--- src/rtl/reg_writeback_queue.sv ---
// In-order write-back queue feeding one write port of the 8x16 register file.
// Requests are queued, then presented one per cycle on cs/cw/cd. The head
// entry is held while the register file signals wait. Pending-write flags
// let issue logic stall reads of registers that still have queued writes.
module reg_writeback_queue #(
  parameter  int DEPTH = 4,
  parameter  int DW    = 16,
  parameter  int AW    = 3,
  localparam int PW    = (DEPTH > 1) ? $clog2(DEPTH) : 1,
  localparam int CW    = PW + 1
) (
  input  logic          clk,
  input  logic          rst,
  input  logic          in_valid,
  output logic          in_ready,
  input  logic [AW-1:0] in_sel,
  input  logic [DW-1:0] in_data,
  output logic [AW-1:0] cs,
  output logic          cw,
  output logic [DW-1:0] cd,
  input  logic          wt,
  input  logic [AW-1:0] qa_sel,
  input  logic [AW-1:0] qb_sel,
  output logic          qa_busy,
  output logic          qb_busy,
  output logic [CW-1:0] count,
  output logic          empty,
  output logic          full,
  output logic [7:0]    stall_cnt
);

  logic [DEPTH-1:0][AW-1:0] sel_q, sel_d;
  logic [DEPTH-1:0][DW-1:0] data_q, data_d;
  logic [DEPTH-1:0]         vld_q, vld_d;
  logic [PW-1:0]            head_q, head_d, tail_q, tail_d;
  logic [CW-1:0]            count_q, count_d;
  logic [7:0]               stall_q, stall_d;
  logic                     push, pop;

  // Status and port drive come straight from registered state; no bypass.
  always_comb begin
    empty     = (count_q == '0);
    full      = (count_q == CW'(DEPTH));
    in_ready  = !full;
    count     = count_q;
    stall_cnt = stall_q;
    cw        = !empty;
    cs        = empty ? '0 : sel_q[head_q];
    cd        = empty ? '0 : data_q[head_q];
    push      = in_valid && in_ready;
    pop       = cw && !wt;
  end

  // Hazard flags: any valid entry (head included) targeting the read select.
  always_comb begin
    qa_busy = 1'b0;
    qb_busy = 1'b0;
    for (int i = 0; i < DEPTH; i++) begin
      if (vld_q[i] && (sel_q[i] == qa_sel)) qa_busy = 1'b1;
      if (vld_q[i] && (sel_q[i] == qb_sel)) qb_busy = 1'b1;
    end
  end

  // Next-state: push at tail, retire at head, saturating stall counter.
  // Push needs !full and pop needs !empty, so they never hit the same slot.
  always_comb begin
    sel_d   = sel_q;
    data_d  = data_q;
    vld_d   = vld_q;
    head_d  = head_q;
    tail_d  = tail_q;
    count_d = count_q;
    stall_d = stall_q;
    if (push) begin
      sel_d[tail_q]  = in_sel;
      data_d[tail_q] = in_data;
      vld_d[tail_q]  = 1'b1;
      tail_d         = tail_q + 1'b1;
    end
    if (pop) begin
      vld_d[head_q] = 1'b0;
      head_d        = head_q + 1'b1;
    end
    case ({push, pop})
      2'b10:   count_d = count_q + 1'b1;
      2'b01:   count_d = count_q - 1'b1;
      default: count_d = count_q;
    endcase
    if (cw && wt && (stall_q != 8'hFF)) stall_d = stall_q + 1'b1;
  end

  // State register; reset discards all queued writes immediately.
  always_ff @(posedge clk or posedge rst) begin
    if (rst) begin
      sel_q   <= '0;
      data_q  <= '0;
      vld_q   <= '0;
      head_q  <= '0;
      tail_q  <= '0;
      count_q <= '0;
      stall_q <= '0;
    end else begin
      sel_q   <= sel_d;
      data_q  <= data_d;
      vld_q   <= vld_d;
      head_q  <= head_d;
      tail_q  <= tail_d;
      count_q <= count_d;
      stall_q <= stall_d;
    end
  end

endmodule
--- config.mk ---
export PLATFORM = sky130hd
export DESIGN_NAME = reg_writeback_queue
export DESIGN_NICKNAME = d
export VERILOG_FILES = /design/src/rtl/reg_writeback_queue.sv
export SDC_FILE = /design/constraint.sdc
export NUM_CORES = 1
export LEC_CHECK = 0
export CAP_MARGIN = 20
export CORE_MARGIN = 5
export CORE_UTILIZATION = 55
export DETAILED_ROUTE_END_ITERATION = 7
export MAX_ROUTING_LAYER = met4
export PLACE_DENSITY = 0.81
export SYNTH_ARGS = -nofsm -noshare
export SYNTH_HDL_FRONTEND = slang
export SYNTH_SLANG_ARGS = --single-unit
--- constraint.sdc ---
create_clock -name clk -period 6.2 [get_ports clk]
set_clock_uncertainty 0.1 [all_clocks]
set_input_delay 1.24 -clock clk [delete_from_list [all_inputs] [get_ports clk]]
set_output_delay 1.24 -clock clk [all_outputs]
set_load 0.1 [all_outputs]
=== Word-level counts from Yosys, hierarchy flattened ===
Cells that the tools add are included.

* Register bits after elaboration: 95
* Output and inout bits: 36
* Memories: 0
* Latch bits: 0
* RAM bits: 0
* Bits in read-only memories: 0
* Input port bits: 29

* Magnitude comparators: 4
* Shift-type cells: 0
* Reductions and logical operators: 19
* Div/mod/pow operators: 0
* Mux-type cells: 27
* $mul: 0
* Bitwise operators: 3
* Eq/ne operators: 12
* Add/subtract/negate cells: 5

{| class="wikitable"
|+ Operator list
! operator !! number
|-
| 64-bit bitwise mux || 1
|-
| 16-bit 2-to-1 mux || 3
|-
| 16-bit binary-select mux with 2-bit select || 1
|-
| 16-bit demux with 2-bit select || 1
|-
| 3-bit equality test || 8
|-
| 1-bit logical AND || 14
|-
| 12-bit bitwise mux || 1
|-
| 1-bit 2-to-1 mux || 10
|-
| 3-bit 2-to-1 mux || 3
|-
| 8-bit by 1-bit adder with 8-bit output (second input constant) || 1
|-
| 4-bit 2-to-1 mux || 2
|-
| 8-bit inequality test (second input constant) || 1
|-
| 3-bit binary-select mux with 2-bit select || 1
|-
| 3-bit demux with 2-bit select || 1
|-
| 2-bit by 3-bit less-than comparator with 1-bit output (second input constant) || 2
|-
| 3-bit one-hot mux with 2 select lines || 1
|-
| 2-bit by 1-bit adder with 2-bit output (second input constant) || 2
|-
| 4-bit bitwise AND || 1
|-
| 1-bit demux with 2-bit select || 2
|-
| 2-bit by 1-bit greater-or-equal comparator with 1-bit output (second input constant) || 2
|-
| 4-bit inverter || 1
|-
| 4-bit bitwise OR || 1
|-
| 3-bit by 1-bit adder with 3-bit output (second input constant) || 1
|-
| 3-bit equality test (second input constant) || 1
|-
| 6 further kinds || 8
|}

=== Depth between registers and ports, before layout ===
* Word-level depth: 8
* Gate-level depth with buffers: 9
* Mapped depth without buffers: 8

=== Worst setup path after synthesis ===
OpenSTA, ideal clock, no wires.

* Path type: reg-to-output
* Start: register count_q[2] (netlist: count[2])
* End: output port cd[10]
* Data arrival time: 3.395 ns
* Cell stages (with the launch flop): 4
* Buffers on the path: 1
* Data required time: 4.860 ns
* Path slack: 1.465 ns
* Cell sequence: dfrtp_1 > nor3_1 > clkbuf_1 > nor2b_1

* Cells in the longest elaborated chain, start to end: 2

{| class="wikitable"
|+ Ends and longest elaborated chain
! element !! line !! source
|-
| from (decl) || 36 || <nowiki>logic [CW-1:0] count_q, count_d;</nowiki>
|-
| from (signal assigned) || 108 || <nowiki>count_q <= count_d;</nowiki>
|-
| 3-bit logical NOT || 42 || <nowiki>empty = (count_q == '0);</nowiki>
|-
| via empty || 27 || <nowiki>output logic empty,</nowiki>
|-
| 16-bit 2-to-1 mux || 49 || <nowiki>cd = empty ? '0 : data_q[head_q];</nowiki>
|-
| to (decl) || 20 || <nowiki>output logic [DW-1:0] cd,</nowiki>
|}

The timed path passes the listed nets, and every way through them passes these cells.

=== Final worst setup path ===
* Start: input port qb_sel[0]
* End: output port qb_busy

* Cells in the longest elaborated chain, start to end: 6

{| class="wikitable"
|+ Ends and longest elaborated chain
! element !! line !! source
|-
| from (decl) || 23 || <nowiki>input logic [AW-1:0] qb_sel,</nowiki>
|-
| 3-bit equality test || 60 || <nowiki>if (vld_q[i] && (sel_q[i] == qb_sel)) qb_busy = 1'b1;</nowiki>
|-
| 1-bit logical AND || 60 ||
|-
| 1-bit 2-to-1 mux (3 in series) || 60 ||
|-
| 1-bit 2-to-1 mux * || 60 ||
|-
| to (decl) || 25 || <nowiki>output logic qb_busy,</nowiki>
|}

Every way passes the cells marked *; elsewhere a longest branch is shown, timed or not.

==> metrics.md <==
| Metric | Value |
|---|---|
| Initial core utilization | 56.2% |
| Area share of and/or/nand/nor cells after synthesis | 6.72% |
| First-pass GRT wire length | 16100 um |
| Routability Congestion | 0.861 |
| Sequential share of the synthesized area | 48.8% |
| Top cells by area, synth | dfrtp_1 49%, mux2_2 11%, mux2_4 9.2%, mux4_2 8.8%, xnor2_1 5.4% |
| Syn Nets | 372 |
| Mean Syn Cell Area | 14.7 um^2 |
| Routed wire per std cell | 18.8 um |
| Max-slew headroom | 34.8% |
| FP Rows | 34 |
| Hold path depth | 1 |
| Period utilisation layout | 76.1% |
| Yosys reg bits | 95 |
| CP required | 4.86 ns |
| Actual slew at the worst max-slew pin | 0.975 ns |
| EDFF count, synth | 0 |
| WL final | 9500 um |
| Startpoint Class | input pin |
| Synth Cell Area | 0.00487 mm^2 |
| Fin crit period | 4.72 ns |
| Most common cell after layout, fill and taps aside | dfrtp_1 |
| CP max stage delay | 1.13 ns |
| Cts hold-fix bufs | 0 |
| CTS clk-pin slew, worst paths | 0.09 ns |
| Outcome | finished clean |
| Xor and xnor area share after synthesis | 6.47% |
| Crit path cell chain | clkdlybuf4s50_1 > xnor2_1 > nand4_1 > nand4_1 > clkdlybuf4s50_1 |
| Setup CP Type | input pin to primary output |
| Num CTS Buffers | 9 |
| Num ports | 65 |
| Critical Path AT | 3.38 ns |
| Slowest cell on crit path | clkdlybuf4s50_1 |
| Later-pin clock latency in the skew report | 0.35 ns |
| Gr ovfl total | 0 |
| Highest clock rate | 212 MHz |
| Initial antenna violation count | 0 |
| Vias | 2922 |
| Post-synthesis compound-gate area fraction | 2.03% |
| Most frequent cells in the layout | 95 x dfrtp_1, 64 x clkdlybuf4s50_1, 49 x mux2_2 |
| Hpwl dp | 6420 um |
| Synth top area share | 48.8% |
| Initial DRT Pass Iterations | 4 |
| Die area | 0.0108 mm^2 |
| Num Clock Sinks | 95 |
| Setup violators final | 0 |
| Worst Path Max Fanout | 4 |
| Vias in the first global route | 3136 |
| RSZ-0062 raised after global routing | false |
| Max clock buf depth | 2 |
| Largest net degree at the start of global routing | 56 |
| Yosys warns | 0 |
| Final hold violations | 0 |
| Antenna diodes | 0 |
| Layout cell share with drive strength beyond 1 | 31.2% |
| Final max-slew violation count | 0 |
| Asr flop ratio synth | 100% |
| H-tree levels | 3 |
| Height of the die | 104 um |
| Worst hold-check path type | flip-flop to flip-flop |
| Vias/cell | 5.77 |
| DR DRC count | 0 |
| Synth Instances | 332 |
| Area grow syn2layout | 17.6% |
| Setup Fix Bufs, Post-CTS | 0 |
| Core Area | 0.00868 mm^2 |
| Prevailing post-synth register cell | dfrtp_1 |
| Fin nets | 433 |
| Routed Antenna Nets | 0 |
| Port bufs | 64 |
| Mux cell area share after synthesis | 29.5% |
| Area leader, netlist | dfrtp_1 |
| Synthesized-area fraction occupied by adder cells | 2.98% |
| Crit end category | primary output |
| Largest family of logic cells by synthesized area | multiplexers |
| Initial drt markers | 83 |
| PostCTS Resize Cnt | 0 |
| Total Routing Usage GR | 18.7% |
| Die width | 104 um |
| CTS tree | done |
| Max cap viols | 0 |
| Yosys cell types | 36 |
| R2R depth | 9 |
| Clock Tree Root | clkbuf_8 |
| Setup_tns | 0 ns |
sequential cells by signal, indices dropped and copies added, names as in the netlist:
signal / cells
sel_q: 12
head_q: 2
tail_q: 2
vld_q: 4
stall_cnt: 8
count: 3
data_q: 64
final timing paths:
path	from	end	slack (ns)
setup reg to reg	count[0]$_DFFE_PP0P_	count[2]$_DFFE_PP0P_	3.61
hold reg to reg	data_q[15]$_DFFE_PP0P_	data_q[15]$_DFFE_PP0P_	0.41
hold / removal	data_q[15]$_DFFE_PP0P_	data_q[15]$_DFFE_PP0P_	0.41
min in group asynchronous	rst	stall_cnt[1]$_DFFE_PP0P_	1.18
setup / recovery	qb_sel[0]	qb_busy	1.48
max in group asynchronous	rst	head_q[0]$_DFFE_PP0N_	3.67
stage by stage:
stage	setup WS [ns]	std cells	hold WS [ns]	cell area, um^2	utilization (%)
2_1_floorplan	1.47	332	0.374	4870	-
3_3_place_gp	1.54	490	0.381	5550	64.0
3_5_place_dp	1.47	490	0.390	5550	64.0
4_1_cts	1.47	506	0.410	5730	66.1
5_1_grt	1.39	506	0.428	5730	66.1
6_report	1.48	506	0.408	5730	66.1
kinds of logic after synthesis:
kind of cell | count (synthesis)
multiplexers | 99
buffers and inverters | 28
flip-flops | 95
AO/OA/AOI/OAI | 15
AND/OR/NAND/NOR | 48
XOR/XNOR | 36
adder cells (fa/ha/maj) | 11
synth_stat cells (2+ instances only):
master      n
dfrtp_1    95
mux2_2     49
mux2_4     30
xnor2_1    30
mux4_2     19
nor2b_1    19
nand4_1    12
ha_1       10
inv_1      10
clkbuf_1    7
xor2_1      6
a21oi_1     4
a31oi_1     4
buf_2       4
buf_12      3
nand2_1     3
nand3_1     3
nand3_4     3
a2111oi_0   2
buf_1       2
nor2_1      2
cell type report:
type	instances	area, um^2
inverter	10	38.8
clock buffer	11	141
clock inverter	5	38.8
fill	664	2940
sequential	95	2380
timing repair buffer	68	671
multi-input combinational	209	2330
tap	108	135
worst max-delay path: cells and delay by family:
kind / cells / cell delay, ns
xor+xnor: 1 / 0.26
buf+inv: 2 / 1.64
simple gates: 2 / 0.23
layer usage:
metal | global-route usage (%) | vias to the layer above | wire [um]
li1 | - | 1320 | -
met1 | 24.7 | 1528 | 4270
met2 | 30.0 | 62 | 4780
met3 | 3.97 | 12 | 340
met4 | 4.63 | 0 | 117
met5 | - | - | 0
Power is left out: the tool's default activity adds up to more than one toggle a clock period on the data nets, which glitch-free logic cannot reach.
